===== config.mk =====
export PLATFORM = sky130hd
export DESIGN_NAME = tu_chain_sequencer
export DESIGN_NICKNAME = d
export VERILOG_FILES = /design/src/rtl/tu_seq_pkg.sv /design/src/rtl/tu_seq_watchdog.sv /design/src/rtl/tu_chain_sequencer.sv
export SDC_FILE = /design/constraint.sdc
export NUM_CORES = 1
export LEC_CHECK = 0
export BUFFER_PORTS_ARGS = -buffer_cell sky130_fd_sc_hd__buf_2
export CORE_MARGIN = 5
export CORE_UTILIZATION = 51
export DETAILED_ROUTE_END_ITERATION = 10
export MAX_ROUTING_LAYER = met4
export PLACE_DENSITY = 0.75
export SETUP_SLACK_MARGIN = 0.05
export SYNTH_ARGS = -nofsm -noshare
export SYNTH_HDL_FRONTEND = slang
export SYNTH_SLANG_ARGS = --single-unit

===== constraint.sdc =====
create_clock -name clock -period 1.9 [get_ports clock]
set_input_delay 0.285 -clock clock [delete_from_list [all_inputs] [get_ports clock]]
set_output_delay 0.285 -clock clock [all_outputs]
set_load 0.005 [all_outputs]

===== src/rtl/tu_seq_pkg.sv =====
// tu_seq_pkg: shared types and constants for the test-unit chain sequencer.
//   seq_state_e     - sequencer FSM state encoding
//   MAX_UNITS       - largest supported chain length
//   DEFAULT_TIMEOUT - default per-unit watchdog limit in clock cycles
//   idx_width()     - index width for a chain of n units (never below 1)
package tu_seq_pkg;

    localparam int unsigned MAX_UNITS       = 32;
    localparam int unsigned DEFAULT_TIMEOUT = 1024;

    typedef enum logic [1:0] {
        IDLE   = 2'd0,
        LAUNCH = 2'd1,
        WAIT   = 2'd2,
        FINISH = 2'd3
    } seq_state_e;

    // Width of an index over n units; a single-unit chain still gets one bit.
    function automatic int unsigned idx_width(input int unsigned n);
        return (n > 1) ? $clog2(n) : 1;
    endfunction

endpackage


===== src/rtl/tu_seq_watchdog.sv =====
// tu_seq_watchdog: per-unit watchdog for the test-unit chain sequencer.
// Present only when TU_SEQ_WATCHDOG_EN is defined.
//   clock   - system clock
//   rst     - synchronous, active-high reset
//   clear   - restart the count (asserted while a unit is being launched)
//   enable  - count this cycle (asserted while waiting on a unit)
//   expired - high during the TIMEOUT_CYCLES-th enabled cycle; the owner
//             times the unit out at the end of that cycle
`ifdef TU_SEQ_WATCHDOG_EN
module tu_seq_watchdog
    import tu_seq_pkg::*;
#(
    parameter int unsigned TIMEOUT_CYCLES = DEFAULT_TIMEOUT
) (
    input  logic clock,
    input  logic rst,
    input  logic clear,
    input  logic enable,
    output logic expired
);

    localparam int unsigned CNT_W = $clog2(TIMEOUT_CYCLES + 1);

    logic [CNT_W-1:0] count;

    // expired is registered one count early so that it is visible during the
    // last permitted wait cycle without a combinational compare on the output.
    always_ff @(posedge clock) begin
        if (rst || clear) begin
            count   <= '0;
            expired <= 1'b0;
        end else if (enable) begin
            count   <= count + CNT_W'(1);
            expired <= (count == CNT_W'(TIMEOUT_CYCLES - 2));
        end
    end

endmodule
`endif


===== src/rtl/tu_chain_sequencer.sv =====
// tu_chain_sequencer: launches a chain of simulation test units one at a
// time, waits for each completion handshake, records pass/fail and reports
// an aggregate verdict when the chain ends.
//   clock        - system clock, rising edge
//   rst          - synchronous, active-high reset
//   start        - begin a sequence (sampled only when idle)
//   unit_start   - one-hot, one-cycle launch pulse per unit
//   unit_done    - per-unit completion strobe
//   unit_pass    - per-unit verdict, valid with unit_done
//   busy         - sequence in progress (through the done cycle)
//   done         - one-cycle end-of-sequence pulse
//   all_pass     - every unit ran and passed; valid from done onward
//   fail_mask    - units that failed or timed out
//   run_mask     - units that were launched
//   timeout_mask - units that timed out
//   cur_unit     - index of the active unit; holds after the sequence ends
// Optional feature: define TU_SEQ_WATCHDOG_EN to enable the per-unit
// watchdog. Without it a unit may wait forever and timeout_mask reads 0.
module tu_chain_sequencer
    import tu_seq_pkg::*;
#(
    parameter int unsigned NUM_UNITS      = 4,
    parameter int unsigned TIMEOUT_CYCLES = DEFAULT_TIMEOUT,
    parameter bit          STOP_ON_FAIL   = 1'b0
) (
    input  logic                                clock,
    input  logic                                rst,
    input  logic                                start,
    output logic [NUM_UNITS-1:0]                unit_start,
    input  logic [NUM_UNITS-1:0]                unit_done,
    input  logic [NUM_UNITS-1:0]                unit_pass,
    output logic                                busy,
    output logic                                done,
    output logic                                all_pass,
    output logic [NUM_UNITS-1:0]                fail_mask,
    output logic [NUM_UNITS-1:0]                run_mask,
    output logic [NUM_UNITS-1:0]                timeout_mask,
    output logic [idx_width(NUM_UNITS)-1:0]     cur_unit
);

    localparam int unsigned          CUR_W     = idx_width(NUM_UNITS);
    localparam logic [CUR_W-1:0]     LAST_UNIT = CUR_W'(NUM_UNITS - 1);

    if (NUM_UNITS < 1 || NUM_UNITS > MAX_UNITS || TIMEOUT_CYCLES < 2) begin : g_bad_params
        $error("tu_chain_sequencer: parameter out of range");
    end

    seq_state_e           state;
    logic                 wd_expired;
    logic [NUM_UNITS-1:0] cur_bit;
    logic [NUM_UNITS-1:0] fail_next;
    logic                 done_hit;
    logic                 time_out;
    logic                 unit_failed;
    logic                 finish_now;

`ifdef TU_SEQ_WATCHDOG_EN
    tu_seq_watchdog #(
        .TIMEOUT_CYCLES (TIMEOUT_CYCLES)
    ) u_watchdog (
        .clock   (clock),
        .rst     (rst),
        .clear   (state == LAUNCH),
        .enable  (state == WAIT),
        .expired (wd_expired)
    );
`else
    assign wd_expired   = 1'b0;
    assign timeout_mask = '0;
`endif

    // Verdict for the active unit; only its own strobe counts, and a done
    // arriving on the watchdog's final cycle takes precedence over the timeout.
    always_comb begin
        cur_bit           = '0;
        cur_bit[cur_unit] = 1'b1;
        done_hit          = (state == WAIT) && unit_done[cur_unit];
        time_out          = (state == WAIT) && wd_expired && !done_hit;
        unit_failed       = time_out || (done_hit && !unit_pass[cur_unit]);
        fail_next         = unit_failed ? (fail_mask | cur_bit) : fail_mask;
        finish_now        = (cur_unit == LAST_UNIT) || (STOP_ON_FAIL && unit_failed);
    end

    // Sequencer FSM with registered outputs.
    always_ff @(posedge clock) begin
        if (rst) begin
            state        <= IDLE;
            unit_start   <= '0;
            busy         <= 1'b0;
            done         <= 1'b0;
            all_pass     <= 1'b0;
            fail_mask    <= '0;
            run_mask     <= '0;
`ifdef TU_SEQ_WATCHDOG_EN
            timeout_mask <= '0;
`endif
            cur_unit     <= '0;
        end else begin
            case (state)
                IDLE: begin
                    if (start) begin
                        fail_mask    <= '0;
                        run_mask     <= '0;
`ifdef TU_SEQ_WATCHDOG_EN
                        timeout_mask <= '0;
`endif
                        all_pass     <= 1'b0;
                        cur_unit     <= '0;
                        unit_start   <= NUM_UNITS'(1);
                        busy         <= 1'b1;
                        state        <= LAUNCH;
                    end
                end

                LAUNCH: begin
                    unit_start <= '0;
                    run_mask   <= run_mask | cur_bit;
                    state      <= WAIT;
                end

                WAIT: begin
                    if (done_hit || time_out) begin
                        fail_mask <= fail_next;
`ifdef TU_SEQ_WATCHDOG_EN
                        if (time_out) begin
                            timeout_mask <= timeout_mask | cur_bit;
                        end
`endif
                        if (finish_now) begin
                            done     <= 1'b1;
                            // run_mask already includes the active unit.
                            all_pass <= (fail_next == '0) && (run_mask == '1);
                            state    <= FINISH;
                        end else begin
                            cur_unit   <= cur_unit + CUR_W'(1);
                            unit_start <= cur_bit << 1;
                            state      <= LAUNCH;
                        end
                    end
                end

                FINISH: begin
                    done  <= 1'b0;
                    busy  <= 1'b0;
                    state <= IDLE;
                end

                default: state <= IDLE;
            endcase
        end
    end

endmodule

# Yosys cells after proc, flatten, opt, wreduce, memory -nomap -nowiden

Index checks and enable logic that the tools add are counted.

Logic and storage cells: 74
Flip-flop bits (word level): 19
Output and inout port bits: 21
Input bits: 11

Multiplexer cells: 32
Bitwise operators: 2
Add/subtract/negate cells: 1
Magnitude comparators: 2
Equality and inequality tests: 9
Reductions and logical operators: 20

Operator list:

| kind                  | count |
|---|---|
| $mux W4               | 6 |
| $pmux W4 S2           | 2 |
| $mux W2               | 6 |
| $pmux W4 S3           | 1 |
| $reduce_and A4 Y1     | 3 |
| $mux W1               | 9 |
| $ne A2 B2 Y1 const B  | 4 |
| $or A4 B4 Y4          | 2 |
| $pmux W2 S4           | 1 |
| $reduce_bool A2 Y1    | 4 |
| $eq A2 B2 Y1 const B  | 3 |
| $pmux W1 S2           | 3 |
| $reduce_and A2 Y1     | 3 |
| $reduce_and A3 Y1     | 2 |
| $bmux W1 S2           | 2 |
| $eq A4 B4 Y1 const B  | 1 |
| $logic_and A1 B1 Y1   | 4 |
| $logic_not A4 Y1      | 1 |
| $pmux W2 S2           | 1 |
| $lt A2 B3 Y1 const B  | 1 |
| $reduce_bool A3 Y1    | 1 |
| $add A2 B1 Y2 const B | 1 |
| $demux W1 S2          | 1 |
| $eq A2 B1 Y1 const B  | 1 |
| 3 further kinds       | 3 |

# Logic depth before layout (Yosys ltp)

Depth in word-level cells: 11
Depth in mapped cells: 7
Gate-level depth less buffers: 6

# Least setup slack after synthesis

Ideal clock, no wire load.

Path kind: flip-flop to flip-flop
Start point: register state[0]
End point: register unit_start[1]
Setup time: 0.117 ns
Data required time: 1.783 ns
Stages on the path, launching flop included: 8
Clock period less this slack: 1.672 ns
Path buffers: 1
Data arrival time: 1.555 ns
Path slack: 0.228 ns
Path through: dfxtp_1 > inv_1 > ha_1 > bufbuf_16 > nand2b_1 > o22ai_4 > and4_1 > a32o_1

Cells in the longest elaborated chain, start to end: 4
Elaborated cells on any way between the ends: 10
Classes of those cells: 5 x eq/ne; 1 x mux; 4 x reduce/logical

Ends and longest elaborated chain:

| element                            | RTL line                                           | text |
|---|---|---|
| start, declared                    | tu_chain_sequencer.sv:48                           | `seq_state_e state;` |
| start signal, assigned             | tu_chain_sequencer.sv:87                           | `state <= IDLE;` |
| start signal, assigned             | tu_chain_sequencer.sv:111                          | `state <= LAUNCH;` |
| start signal, assigned             | tu_chain_sequencer.sv:118                          | `state <= WAIT;` |
| $eq A2 B2 Y1                       | tu_chain_sequencer.sv:77, tu_chain_sequencer.sv:99 |  |
| $logic_and A1 B1 Y1                | tu_chain_sequencer.sv:77                           | `done_hit = (state == WAIT) && unit_done[cur_unit];` |
| $ne A2 B2 Y1 (no source line)      | --                                                 |  |
| $reduce_and A4 Y1 (no source line) | --                                                 |  |
| end signal, assigned               | tu_chain_sequencer.sv:136                          | `unit_start <= cur_bit << 1;` |
| end, declared                      | tu_chain_sequencer.sv:29                           | `output logic [NUM_UNITS-1:0] unit_start,` |

Parallel ways exist; a longest one is shown, timed or not.
A chain may end at the register's enable or synchronous reset.

# Worst setup path in the final report

Start point: register state[1]
End point: register unit_start[0]

The elaborated chain is that of the path after synthesis.

==> results.json <==
{
  "antenna_found_initial": 0,
  "post-dp-hpwl_mm": 2.06,
  "synth_top_family_by_area": "compound AO/OA/AOI/OAI gates",
  "synth-xor-area-share": 0,
  "dieArea_sq_um": 3310,
  "synth_edf_count": 0,
  "cts_max_level": 1,
  "grtUsageTotal": 0.184,
  "grt_pass1_vias": 1013,
  "nNetsFinal": 165,
  "slew_violations": 0,
  "tns_ns": 0,
  "dieWidth_um": 57.5,
  "ys.warnings.count": 0,
  "area_delta_synth_final_pct": 10.9,
  "initial_core_util": 0.525,
  "yosys-top-cells-area": "dfxtp_1, ha_1, a21oi_1, a32o_1, a211oi_1",
  "io_buffers": 27,
  "crit_required_ns": 2.12,
  "powerDensity_nw_per_um2": 913,
  "num_rows": 17,
  "fmax_ghz": 0.600,
  "netlist_area_sq_um": 1150,
  "synth_simple_gate_area_frac": 0.139,
  "drtAntennaViolNets": 0,
  "crit_fanout": 8,
  "clk_pin_slew_ns": 0.11,
  "yosys.area.top_type": "dfxtp_1",
  "yosysMostFrequentCell": "dfxtp_1",
  "synthMuxAreaShare": 0.0598,
  "rr_worst_depth": 6,
  "critPathLaunch": "state[1]",
  "async_reset_ff_frac": 0,
  "arrival_ns": 1.89,
  "cts_tree": "done",
  "clock_path_buffers": 2,
  "peakVddDrop_v": 0.000526,
  "grt_max_degree": 14,
  "yosys.area_share.adder": 0.0870,
  "numCtsBuffers": 3,
  "cp-endpoint": "unit_start[0]",
  "gp_congestion": 0.858,
  "critPathLaunchType": "flip-flop",
  "hp-class": "primary input to flip-flop",
  "diodes": 0,
  "yosysUniqueCellTypes": 41,
  "cts_root_buf": "clkbuf_4",
  "grt_overflow": 0,
  "p_leak_nw": 0.541,
  "pre_cts_slack_ns": 0.150,
  "period_share": 0.877,
  "endpoint_kind": "flip-flop",
  "vias_per_cell": 5.91,
  "crit_type": "flip-flop to flip-flop",
  "synth-main-ff-cell": "dfxtp_1",
  "grt_pass1_wl_mm": 4.61,
  "hold_viol_final": 0,
  "yosys_register_bits": 19,
  "setup_viol": 0,
  "fin_crit_ns": 1.67,
  "synth_compound_area_frac": 0.263,
  "synth.top_cells.by_count": "dfxtp_1, a21oi_1, ha_1, inv_1, nand2_1",
  "clock_sinks": 19,
  "core-area_sq_um": 2190,
  "num_vias": 1023,
  "routedWlPerCell_um": 15.5,
  "routed_wl_mm": 2.67,
  "yosysSeqAreaShare": 0.330,
  "rsz0062_at_grt": "no",
  "layout-drive-gt1-share": 0.331,
  "first_pass_iters": 4,
  "placed_cells": 169,
  "drt_iter0_drc": 39,
  "regToRegSetupSlack_ns": 0.23,
  "worst_slack_ns": 0.234,
  "rr_endpoint": "unit_start[0]",
  "status": "completed",
  "fin_cells": 173,
  "clock_skew_ns": 0.00161,
  "avgSynthCellArea_sq_um": 9.76,
  "r2r_start": "state[1]",
  "syn_inst": 118,
  "drv_cap": 0,
  "fp.dieH_um": 57.5,
  "netlist.area_leader.share": 0.330,
  "clk_latency_ns": 0.30,
  "drc": 0,
  "io_pins": 32
}
[metal layers]
metal / GRT usage / part of all wire / vias up
met4: 0.0927 / 0.024 / 0
met2: 0.279 / 0.47 / 41
met1: 0.233 / 0.43 / 493
li1: - / - / 482
met5: - / 0 / -
met3: 0.0339 / 0.075 / 7
[worst min path at each step]
stage / end / cells after the start / slack (ns) / startpoint
finish: busy / 2 / 0.31 / rst
global route: busy / 2 / 0.35 / rst
CTS: busy / 2 / 0.31 / rst
detailed placement: unit_start[3] / 1 / 0.46 / unit_start[3]
global placement: unit_start[1] / 1 / 0.45 / unit_start[1]
floorplan: unit_start[2] / 2 / 0.45 / unit_start[2]
[layout by cell type (no fill, tap or decap), types with 2 or more instances in the layout]
cell | synthesis | final
nand3_1 | 4 | 4
buf_2 | 0 | 27
nand4_1 | 2 | 2
conb_1 | 1 | 4
a21oi_1 | 10 | 10
clkbuf_4 | 0 | 3
a211oi_1 | 6 | 6
and2b_2 | 2 | 2
buf_4 | 5 | 2
ha_1 | 8 | 6
mux2i_1 | 2 | 2
dfxtp_1 | 19 | 18
nand2_1 | 8 | 8
nand2b_1 | 3 | 3
nor2_1 | 5 | 5
inv_1 | 8 | 8
a22o_1 | 2 | 2
a32o_1 | 5 | 5
ha_2 | 0 | 2
o21ai_0 | 4 | 4
[metrics by stage]
| step | hold slack [ns] | instance area, sq um | util | power [mW] |
|---|---|---|---|---|
| after floorplan | 0.446 | 1160 | - | 0.860 |
| after global placement | 0.448 | 1240 | 0.567 | 0.927 |
| after detailed placement | 0.456 | 1240 | 0.567 | 0.948 |
| after CTS | 0.307 | 1270 | 0.580 | 1.16 |
| after global routing | 0.346 | 1280 | 0.583 | 1.26 |
| final | 0.310 | 1280 | 0.583 | 1.17 |
[power by group]
| part | leakage, nW | internal [mW] | switching (mW) |
|---|---|---|---|
| registers | 0.155 | 0.441 | 0.0389 |
| clock network | 0.0177 | 0.0785 | 0.131 |
| logic | 0.369 | 0.201 | 0.275 |
| total | 0.541 | 0.720 | 0.445 |
[state kept, by name, summed over array words and instances (netlist names)]
register    flops
state           2
cur_unit        2
all_pass        1
busy            1
run_mask        4
unit_start      4
fail_mask       4
done            1
[what timing repair did]
item / CTS / global route
hold buffers: 0 / 0
gates resized for setup: 0 / 3
buffers inserted: 0 / 0
endpoints found under the setup margin: 0 / 7
[critical path, stage by stage, from the launching register on]
cell	delay, ns
dfxtp_1	0.35
inv_1	0.14
ha_2	0.28
or2b_2	0.37
nand2b_1	0.13
a21oi_1	0.07
a211oi_1	0.25
[cell families (layout without fill, tap and decap cells)]
group | Yosys count | count (layout)
other cells | 1 | 4
flops | 19 | 19
fa+ha+maj | 8 | 8
simple gates | 30 | 30
buf+inv | 17 | 41
mux | 4 | 4
compound gates | 39 | 39
[final cells by class]
type | instances | area (sq um)
Tap cell | 28 | 35.0
Clock buffer | 3 | 22.5
Clock inverter | 1 | 5.00
Multi-Input combinational cell | 85 | 652
Fill cell | 209 | 915
Inverter | 8 | 30.0
Timing Repair Buffer | 29 | 150
Sequential cell | 19 | 382
Power figures use the tool's default switching activity.
